`src/rtl/hazard_ctrl_pkg.sv`:
```
// Shared constants for the pipeline hazard controller: FSM state encodings and stage indices.
package hazard_ctrl_pkg;

    typedef logic [0:0] hazard_state_e;

    localparam hazard_state_e RUN = 1'b0;
    localparam hazard_state_e LU  = 1'b1;

    localparam int STG_PC    = 0;
    localparam int STG_IFID  = 1;
    localparam int STG_IDEX  = 2;
    localparam int STG_EXMEM = 3;
    localparam int STG_MEMWB = 4;

endpackage

```
`src/rtl/hazard_ctrl_perf_cnt.sv`:
```
// Single saturating event counter used by the hazard controller's optional perf block.
module hazard_perf_cnt
    import hazard_ctrl_pkg::*;
#(
    parameter int W = 32
) (
    input  logic         clk,
    input  logic         rst,
    input  logic         inc,
    output logic [W-1:0] count
);

    // Count qualifying cycles, holding at all-ones instead of wrapping.
    always_ff @(posedge clk or posedge rst) begin
        if (rst) begin
            count <= '0;
        end else if (inc && (count != '1)) begin
            count <= count + W'(1);
        end else begin
            count <= count;
        end
    end

endmodule

```
`src/rtl/hazard_ctrl.sv`:
```
// Pipeline stall/bubble/flush controller. Optional event counters are built when HAZARD_PERF_EN is defined.
module hazard_ctrl
    import hazard_ctrl_pkg::*;
#(
    parameter int NSTAGE   = 5,
    parameter int NSRC     = 2,
    parameter int REG_W    = 5,
    parameter int LOAD_LAT = 1,
    parameter int PERF_W   = 32
) (
    input  logic                  clk,
    input  logic                  rst,
    input  logic                  i_cache_miss,
    input  logic                  d_cache_miss,
    input  logic [REG_W-1:0]      id_ex_rd,
    input  logic                  id_ex_read_mem,
    input  logic [NSRC*REG_W-1:0] if_id_rs,
    input  logic [NSRC-1:0]       if_id_rs_used,
    input  logic                  flush_req,
    output logic [NSTAGE-1:0]     stall,
    output logic [NSTAGE-1:0]     bubble,
    output logic [NSTAGE-1:0]     flush,
    output logic [PERF_W-1:0]     perf_dmiss,
    output logic [PERF_W-1:0]     perf_imiss,
    output logic [PERF_W-1:0]     perf_lu,
    output logic [PERF_W-1:0]     perf_flush
);

    localparam int LCW = $clog2(LOAD_LAT + 1);

    hazard_state_e    state_r;
    logic [LCW-1:0]   lu_cnt_r;
    logic [REG_W-1:0] lu_rd_r;
    logic             flush_pend_r;

    logic             miss_s;
    logic             eff_flush_s;
    logic [REG_W-1:0] ref_rd_s;
    logic             match_s;
    logic             lu_hit_s;
    logic             lu_active_s;

    // While bubbling, compare against the latched load destination; new hits are not acted on in LU.
    always_comb begin
        ref_rd_s = (state_r == LU) ? lu_rd_r : id_ex_rd;
        match_s  = 1'b0;
        for (int k = 0; k < NSRC; k++) begin
            if (if_id_rs_used[k] && (if_id_rs[k*REG_W +: REG_W] == ref_rd_s)) begin
                match_s = 1'b1;
            end else begin
                match_s = match_s;
            end
        end
        lu_hit_s    = id_ex_read_mem && (id_ex_rd != '0) && match_s;
        miss_s      = d_cache_miss || i_cache_miss;
        eff_flush_s = !miss_s && (flush_req || flush_pend_r);
        lu_active_s = !miss_s && !eff_flush_s && ((state_r == LU) || lu_hit_s);
    end

    // Stage controls follow the fixed priority: miss, then flush, then load-use.
    always_comb begin
        stall  = '0;
        bubble = '0;
        flush  = '0;
        if (rst) begin
            stall = '0;
        end else if (miss_s) begin
            stall = '1;
        end else if (eff_flush_s) begin
            flush[STG_IFID] = 1'b1;
            flush[STG_IDEX] = 1'b1;
        end else if (lu_active_s) begin
            stall[STG_PC]    = 1'b1;
            stall[STG_IFID]  = 1'b1;
            bubble[STG_IDEX] = 1'b1;
        end else begin
            stall = '0;
        end
    end

    // Load-use sequencing and flush deferral; everything freezes while a miss is outstanding.
    always_ff @(posedge clk or posedge rst) begin
        if (rst) begin
            state_r      <= RUN;
            lu_cnt_r     <= '0;
            lu_rd_r      <= '0;
            flush_pend_r <= 1'b0;
        end else if (miss_s) begin
            flush_pend_r <= flush_pend_r || flush_req;
        end else if (eff_flush_s) begin
            state_r      <= RUN;
            lu_cnt_r     <= '0;
            flush_pend_r <= 1'b0;
        end else if (state_r == RUN) begin
            if (lu_hit_s && (LOAD_LAT > 1)) begin
                state_r  <= LU;
                lu_cnt_r <= LCW'(LOAD_LAT - 1);
                lu_rd_r  <= id_ex_rd;
            end else begin
                state_r <= RUN;
            end
        end else begin
            if (lu_cnt_r <= LCW'(1)) begin
                state_r  <= RUN;
                lu_cnt_r <= '0;
            end else begin
                lu_cnt_r <= lu_cnt_r - LCW'(1);
            end
        end
    end

`ifdef HAZARD_PERF_EN
    hazard_perf_cnt #(.W(PERF_W)) u_cnt_dmiss (
        .clk(clk), .rst(rst), .inc(d_cache_miss), .count(perf_dmiss)
    );
    hazard_perf_cnt #(.W(PERF_W)) u_cnt_imiss (
        .clk(clk), .rst(rst), .inc(i_cache_miss && !d_cache_miss), .count(perf_imiss)
    );
    hazard_perf_cnt #(.W(PERF_W)) u_cnt_lu (
        .clk(clk), .rst(rst), .inc(lu_active_s), .count(perf_lu)
    );
    hazard_perf_cnt #(.W(PERF_W)) u_cnt_flush (
        .clk(clk), .rst(rst), .inc(eff_flush_s), .count(perf_flush)
    );
`else
    assign perf_dmiss = '0;
    assign perf_imiss = '0;
    assign perf_lu    = '0;
    assign perf_flush = '0;
`endif

endmodule
```
`config.mk`:
```
export PLATFORM = sky130hd
export DESIGN_NAME = hazard_ctrl
export DESIGN_NICKNAME = d
export VERILOG_FILES = /design/src/rtl/hazard_ctrl_pkg.sv /design/src/rtl/hazard_ctrl_perf_cnt.sv /design/src/rtl/hazard_ctrl.sv
export SDC_FILE = /design/constraint.sdc
export NUM_CORES = 1
export LEC_CHECK = 0
export ABC_AREA = 1
export BUFFER_PORTS_ARGS = -buffer_cell sky130_fd_sc_hd__buf_2
export CORE_UTILIZATION = 25
export DETAILED_ROUTE_END_ITERATION = 10
export GPL_TIMING_DRIVEN = 0
export SETUP_SLACK_MARGIN = 0.5
export SLEW_MARGIN = 20
export SYNTH_ARGS = -nofsm -noshare
export SYNTH_HDL_FRONTEND = slang
export SYNTH_SLANG_ARGS = --single-unit
```
`constraint.sdc`:
```
create_clock -name clk -period 1.25 [get_ports clk]
set_input_delay 0.0625 -clock clk [delete_from_list [all_inputs] [get_ports clk]]
set_output_delay 0.0625 -clock clk [all_outputs]
set_load 0.02 [all_outputs]
```
# --- After elaboration in Yosys (flattened, before gate mapping) ---
# Index checks and enable logic that the tools add are counted.
totals:
  reg_bits: 3
  in_bits: 23
  out_inout_bits: 143
  word_cells: 46
op_classes:
  n_addsub: 1
  n_lt_le_gt_ge: 1
  n_eq_ne: 2
  n_mux: 22
  n_bitwise: 1
  n_reduce_logical: 16
ops:
  columns: ["op", "n"]
  rows:
  - ["two-way mux 5 bit", 3]
  - ["two-way mux 1 bit", 14]
  - ["equality test 5 bit", 2]
  - ["two-way mux 2 bit", 5]
  - ["logical AND 1 bit", 7]
  - ["nonzero test 5 bit", 1]
  - ["nonzero test 2 bit", 2]
  - ["logical OR 1 bit", 3]
  - ["logical NOT 1 bit", 2]
  - ["AND reduction 2 bit", 1]
  - ["less-or-equal comparator 1 bit, second input constant", 1]
  - ["NOT 1 bit", 1]
  - ["subtractor 1 bit, second input constant", 1]

# --- Logic depth before layout (Yosys ltp) ---
# Gate-level depths: netlist of the first run.
depth:
  depth_word: 12
  mapped_depth: 9
  depth_no_buf: 8

# --- Least setup slack after synthesis of the first run ---
# Ideal clock, no wire load.
synth_timing:
  kind: "register -> output"
  start: "register flush_pend_r"
  end: "output port flush[2]"
  t_arrival_ns: 1.331
  required_time_ns: 1.188
  setup_slack_ns: -0.144
  path_stages_with_launch: 4
  n_path_buf: 1
  path_cell_list: "dfrtp_1 nor2_1 nor4_1 buf_4"
synth_between:
  elab_chain_cells: 5
synth_rtl:
  columns: ["item", "line", "source"]
  rows:
  - ["start, declared", "hazard_ctrl.sv:34", "logic flush_pend_r;"]
  - ["start signal, assigned", "hazard_ctrl.sv:89", "flush_pend_r <= flush_pend_r || flush_req;"]
  - ["logical OR 1 bit", "hazard_ctrl.sv:56", "eff_flush_s = !miss_s && (flush_req || flush_pend_r);"]
  - ["logical AND 1 bit", "hazard_ctrl.sv:56", null]
  - ["two-way mux 2 bit", "hazard_ctrl.sv:69", "end else if (eff_flush_s) begin"]
  - ["two-way mux 2 bit", "hazard_ctrl.sv:67", "end else if (miss_s) begin"]
  - ["two-way mux 2 bit", "hazard_ctrl.sv:65", "if (rst) begin"]
  - ["end, declared", "hazard_ctrl.sv:22", "output logic [NSTAGE-1:0] flush,"]
# No other way between the ends.

# --- Worst setup path after layout of the first run ---
# Ends and elaborated chain as after synthesis.

==> Flow_metrics.wiki, run 1 <==
{| class="wikitable"
! Metric !! Value
|-
| Status || complete, no violations
|-
| Proportion of synthesized chip area in sequential cells || 1.88%
|-
| CP dominant cell by count || buf_4
|-
| Power density cells || 421 mW/mm2
|-
| Max FFs per register || 1
|-
| Worst hold path class || in -> reg
|-
| Registers with the most flip-flops || flush_pend_r: 1 flops
|-
| Peak fanout along the critical path || 2
|-
| Routed Antenna Nets || 0
|-
| Library cells used by synthesis || 11
|-
| Hpwl dp || 2.56 mm
|-
| Delay-heaviest family, CP || buffers and inverters
|-
| First-pass GRT wire length || 3.48 mm
|-
| Leakage Power || 1.57 nW
|-
| Synth Register Bits || 1
|-
| Type of element capturing the critical path || output port
|-
| Cells along the critical path || nor2_4, buf_4, buf_6, nor4_4, buf_4, buf_4
|-
| Register with the highest flop count || flush_pend_r
|-
| Length of the first detailed-routing pass in iterations || 4
|-
| # setup viols final || 0
|-
| Area of the core region || 0.00511 mm2
|-
| Maximum clock rate || 877 MHz
|-
| Utilization after layout || 42.6%
|-
| Aggregate global routing overflow || 0
|-
| Vias per inst || 2.65
|-
| Final weighted congestion in routability-driven placement || 0.753
|-
| Routed length on met1 || 872 um
|-
| Mapped Cells || 208
|-
| Synthesis warning total || 5
|-
| Metal3 WL || 457 um
|-
| Detailed Route Iter0 Violations || 9
|-
| Total detailed-routing wirelength || 2.64 mm
|-
| Largest cells by area after synthesis || buf_4 (78%), nand2_1 (8.7%), inv_1 (4.5%), nor2_1 (3.7%), dfrtp_1 (1.9%)
|-
| Post-route setup TNS || 0 ns
|-
| # rows || 26
|-
| Combined buffer and inverter count along the critical path || 4
|-
| Period utilization || 91.3%
|-
| Filler instances || 532
|-
| Crit-path max cell delay || 0.36 ns
|-
| Initial antenna violation count || 0
|-
| Remaining routing DRC violations || 0
|-
| Per-instance average area after synthesis || 6.41 um2
|-
| Highest ir drop seen on vdd || 0.187 mV
|-
| Chip width || 75.0 um
|-
| Maximum capacitance violations || 0
|-
| Number of I/O pins || 166
|-
| Data required time at the worst endpoint || 1.19 ns
|-
| RSZ-0062 raised after global routing || true
|-
| Shortest clock period the worst path allows after layout || 1.14 ns
|-
| Die Span Y || 75.0 um
|-
| Antenna diode count || 0
|-
| Die Outline Area || 0.00563 mm2
|-
| Setup CP Type || reg -> out
|-
| Post-synth design cell area || 0.00133 mm2
|-
| Total length of routed met2 wires || 1.31 mm
|-
| Sort of element at the start of the critical path || flop
|-
| Synthesis-to-finish area growth || 63.2%
|-
| Highest metal layer with signal wires || met3
|-
| Buffers on Ports || 30
|-
| Clock slew seen by the registers of the worst setup and hold paths || 0 ns
|-
| Via count of the first global-routing pass || 830
|-
| Global router's overall resource usage || 7.72%
|-
| Clk_skew || 0 ns
|-
| Final Hold Slack || 0.365 ns
|-
| Routed via count || 1181
|-
| Initial standard-cell utilization of the core || 26.1%
|-
| Hold violation count in the final report || 0
|-
| Post-layout nets || 401
|-
| Clk Latency, worst-skew pair || 0 ns
|-
| Routed length per instance || 5.93 um
|-
| Arrival time worst endpoint || 1.08 ns
|-
| Slowest cell on crit path || dfrtp_1
|-
| Final Slew Violations || 0
|-
| Proportion of netlist area held by the largest area contributor || 78.2%
|-
| Share of final-layout standard cells stronger than drive strength 1 || 48.4%
|-
| Largest net degree at the start of global routing || 6
|-
| Biggest area consumer among synthesized cells || buf_4
|}
[layer usage]
| layer | global-route usage (%) | vias to the layer above |
|---|---|---|
| met3 | 1.07 | 0 |
| met5 | 0 | - |
| li1 | - | 676 |
| met4 | 0 | 0 |
| met1 | 8.02 | 412 |
| met2 | 16.8 | 93 |
[final cells by class]
class	instances	area, um2	share of cell area, %
Buffer	139	1050	48.1
Inverter	17	63.8	2.93
Multi-Input combinational cell	185	749	34.4
Sequential cell	1	25.0	1.15
Tap cell	70	87.6	4.02
Timing Repair Buffer	34	204	9.37
[worst register-to-register path, cell delays in order, from the launching register on]
cell     delay (ns)
dfrtp_1        0.38
nor2_4         0.10
buf_4          0.12
buf_6          0.10
buf_4          0.09
nor2_1         0.03
[cell usage after synthesis]
| library cell | count |
|---|---|
| buf_4 | 139 |
| nand2_1 | 31 |
| inv_1 | 16 |
| nor2_1 | 13 |
| nand3_1 | 3 |
| conb_1 | 1 |
| dfrtp_1 | 1 |
| inv_2 | 1 |
| nand4_1 | 1 |
| nor3_1 | 1 |
| nor4_1 | 1 |
[layout by cell type (no fill, tap or decap), drive strengths merged]
cell type / n
buf: 172
conb: 135
dfrtp: 1
dlygate4sd3: 1
inv: 17
nand2: 31
nand3: 3
nand4: 1
nor2: 13
nor3: 1
nor4: 1
[cells by family after synthesis]
logic type | count (synthesis) | share of synthesized area (%)
simple gates | 50 | 14.8
flops | 1 | 1.88
other cells | 1 | 0.281
buf+inv | 156 | 83.0
[through the flow]
stage | std cells | instance area (um2) | setup WS, ns | total power, mW
3_3_place_gp | 442 | 2100 | 0.0898 | 0.871
6_report | 446 | 2180 | 0.109 | 0.916
2_1_floorplan | 342 | 1870 | 0.184 | 0.801
4_1_cts | 444 | 2150 | 0.136 | 0.889
5_1_grt | 446 | 2180 | 0.0448 | 0.997
3_5_place_dp | 442 | 2100 | 0.0601 | 0.874
[worst paths after layout]
kind                                    from      endpoint  slack [ns]  cells past startpoint
worst max-delay path            flush_pend_r      flush[2]        0.11                      6
worst min-delay path            d_cache_miss  flush_pend_r        0.36                      3
worst max register to register  flush_pend_r  flush_pend_r        0.31                      5
worst min register to register  flush_pend_r  flush_pend_r        0.86                      5
max in group asynchronous                rst  flush_pend_r        0.64                      3
min in group asynchronous                rst  flush_pend_r        0.51                      3
[where the power goes]
group / switching (mW) / internal (mW)
registers: 0.00267 / 0.0359
clock network: 0 / 0
logic: 0.511 / 0.367
[repair_timing]
| item | in CTS | in global routing |
|---|---|---|
| endpoints found under the hold margin | 1 | 0 |
| gates resized for setup | 9 | 5 |
| pin swaps | 4 | 4 |
| buffers inserted | 1 | 2 |
| endpoints found under the setup margin | 7 | 8 |
| hold buffers | 1 | 0 |
Power figures use the tool's default switching activity.
==> run 2: changes to the inputs <==
--- a/config.mk
+++ b/config.mk
@@ -10,7 +10,6 @@
 export CORE_UTILIZATION = 25
 export DETAILED_ROUTE_END_ITERATION = 10
 export GPL_TIMING_DRIVEN = 0
-export SETUP_SLACK_MARGIN = 0.5
 export SLEW_MARGIN = 20
 export SYNTH_ARGS = -nofsm -noshare
 export SYNTH_HDL_FRONTEND = slang
==> Flow_metrics.wiki, run 2 (synthesis gave the netlist of run 1 again) <==
{| class="wikitable"
! Metric !! Value
|-
| Number of buffers added for setup after CTS || 0 (was 1)
|-
| Registers with the most flip-flops || flush_pend_r: 1 flops (unchanged)
|-
| Leakage Power || 1.55 nW (was 1.57 nW)
|-
| Shortest clock period the worst path allows after layout || 1.13 ns (was 1.14 ns)
|-
| Final standard cell area without fillers || 0.00210 mm2 (was 0.00218 mm2)
|-
| Type of element capturing the critical path || output port (unchanged)
|-
| Maximum capacitance violations || 0 (unchanged)
|-
| Detailed Route Iter0 Violations || 17 (was 9)
|-
| Setup slack after placement || -0.0133 ns (was 0.0601 ns)
|-
| Status || complete, no violations (unchanged)
|-
| Worst hold path class || in -> reg (unchanged)
|-
| Initial antenna violation count || 0 (unchanged)
|-
| Aggregate global routing overflow || 0 (unchanged)
|-
| Data required time at the worst endpoint || 1.19 ns (about the same)
|-
| Highest ir drop seen on vdd || 0.179 mV (was 0.187 mV)
|-
| Final weighted congestion in routability-driven placement || 0.680 (was 0.753)
|-
| Clk Latency, worst-skew pair || 0 ns (about the same)
|-
| Via count of the first global-routing pass || 762 (was 830)
|-
| Hold violation count in the final report || 0 (unchanged)
|-
| Power density cells || 422 mW/mm2 (was 421 mW/mm2)
|-
| Clk_skew || 0 ns (unchanged)
|-
| Total detailed-routing wirelength || 2.54 mm (was 2.64 mm)
|-
| Slowest cell on crit path || dfrtp_1 (unchanged)
|-
| Buffers on Ports || 30 (unchanged)
|-
| Period utilization || 90.6% (was 91.3%)
|-
| Die Span Y || 75.0 um (unchanged)
|-
| Routed via count || 1144 (was 1181)
|-
| Share of final-layout standard cells stronger than drive strength 1 || 46.1% (was 48.4%)
|-
| Delay-heaviest family, CP || simple AND/OR/NAND/NOR gates (was buffers and inverters)
|-
| Global router's overall resource usage || 7.13% (was 7.72%)
|-
| # rows || 26 (unchanged)
|-
| Inst Count DP || 442 (unchanged)
|-
| # setup viols final || 0 (unchanged)
|-
| Cell area reported after detailed placement || 0.00208 mm2 (was 0.00210 mm2)
|-
| Arrival time worst endpoint || 1.07 ns (was 1.08 ns)
|-
| Post-route setup TNS || 0 ns (unchanged)
|-
| Routed length per instance || 5.73 um (was 5.93 um)
|-
| Filler instances || 562 (was 532)
|-
| First-pass GRT wire length || 3.17 mm (was 3.48 mm)
|-
| Post-layout nets || 398 (was 401)
|-
| Peak fanout along the critical path || 3 (was 2)
|-
| Minimum setup slack among reg-to-reg paths || 0.56 ns (was 0.31 ns)
|-
| Maximum clock rate || 883 MHz (was 877 MHz)
|-
| Hpwl dp || 2.50 mm (was 2.56 mm)
|-
| Worst Hold End || flush_pend_r (unchanged)
|-
| Synthesis-to-finish area growth || 57.5% (was 63.2%)
|-
| Area of the core region || 0.00511 mm2 (unchanged)
|-
| Register with the highest flop count || flush_pend_r (unchanged)
|-
| Most common cell after layout, fill and taps aside || buf_4 (unchanged)
|-
| Highest-count cells in the layout ignoring fill and taps || buf_4 (140), conb_1 (135), nand2_1 (31), buf_2 (29), inv_1 (16) (was buf_4 (142), conb_1 (135), nand2_1 (29), buf_2 (26), inv_1 (15))
|-
| Non-Filler Instances || 443 (was 446)
|-
| Hold Path Stages || 3 (unchanged)
|-
| Startpoint of the most critical hold path || d_cache_miss (unchanged)
|-
| Initial standard-cell utilization of the core || 26.1% (unchanged)
|-
| Cells along the critical path || nor2_4, nand4_1, nor2_1, nand2_1, nand2_1, buf_4, buf_4 (was nor2_4, buf_4, buf_6, nor4_4, buf_4, buf_4)
|-
| Number of I/O pins || 166 (unchanged)
|-
| Reg2Reg Capture Point || flush_pend_r (unchanged)
|-
| Overall power of the completed layout || 0.887 mW (was 0.916 mW)
|-
| R2R depth || 2 (was 5)
|-
| Max FFs per register || 1 (unchanged)
|-
| Clock slew seen by the registers of the worst setup and hold paths || 0 ns (about the same)
|-
| Final Slew Violations || 0 (unchanged)
|-
| Reg-to-reg critical path startpoint || flush_pend_r (unchanged)
|-
| Combined buffer and inverter count along the critical path || 2 (was 4)
|-
| Crit-path max cell delay || 0.37 ns (was 0.36 ns)
|-
| Remaining routing DRC violations || 0 (unchanged)
|-
| Setup CP Type || reg -> out (unchanged)
|-
| Chip width || 75.0 um (unchanged)
|-
| Sort of element at the start of the critical path || flop (unchanged)
|-
| Largest net degree at the start of global routing || 6 (unchanged)
|-
| Routed Antenna Nets || 0 (unchanged)
|-
| Die Outline Area || 0.00563 mm2 (unchanged)
|-
| Antenna diode count || 0 (unchanged)
|-
| Length of the first detailed-routing pass in iterations || 4 (unchanged)
|-
| Vias per inst || 2.58 (was 2.65)
|-
| Post-layout worst setup margin || 0.118 ns (was 0.109 ns)
|}
## run 2: cell types whose count changed in the layout (fill, tap and decap cells not counted), sizes merged
cell | previous run | this run
buf | 172 | 169
## run 2: through the flow
stage / hold slack, ns / utilization [%]
floorplan: -0.200 / -
global placement: -0.0621 / 40.7
detailed placement: -0.0623 / 40.7
CTS: 0.350 / 40.9
global route: 0.373 / 41.1
finish: 0.345 / 41.1
## run 2: cell type report
type	instances	area [um2]	share of cell area (%)
Buffer	139	1040	49.7
Sequential cell	1	25.0	1.19
Tap cell	70	87.6	4.17
Timing Repair Buffer	31	163	7.74
Multi-Input combinational cell	185	718	34.2
Inverter	17	63.8	3.04
## run 2: worst max-delay path by stage
stage	cells past startpoint	from	to	slack [ns]
2_1_floorplan	6	flush_pend_r	stall[1]	0.05
3_3_place_gp	7	flush_pend_r	stall[1]	0.01
3_5_place_dp	7	flush_pend_r	stall[1]	-0.01
4_1_cts	7	flush_pend_r	stall[1]	0.006
5_1_grt	7	flush_pend_r	stall[1]	-0.01
6_report	7	flush_pend_r	stall[1]	0.12
## run 2: layer usage
metal  track usage (%)  vias to the layer above  wire length [um]
li1                  -                      670                 -
met1              7.70                      382               841
met2              14.8                       92              1230
met3              1.47                        0               465
met4                 0                        0                 0
met5                 0                        -                 0
## run 2: what timing repair did
action / in CTS / in global routing
hold buffers: 1 / 0
setup endpoints to repair: 0 / 2
gates resized for setup: 0 / 3
endpoints found under the hold margin: 1 / 0
## run 2: where the power goes
| part | switching, mW | internal (mW) |
|---|---|---|
| Sequential | 0.00239 | 0.0359 |
| Combinational | 0.497 | 0.351 |
| Clock | 0 | 0 |
## run 2: worst reg2reg max path: cells and delay by family, from the launching register on
family | cells | cell delay, ns
flops | 1 | 0.37
simple gates | 2 | 0.19
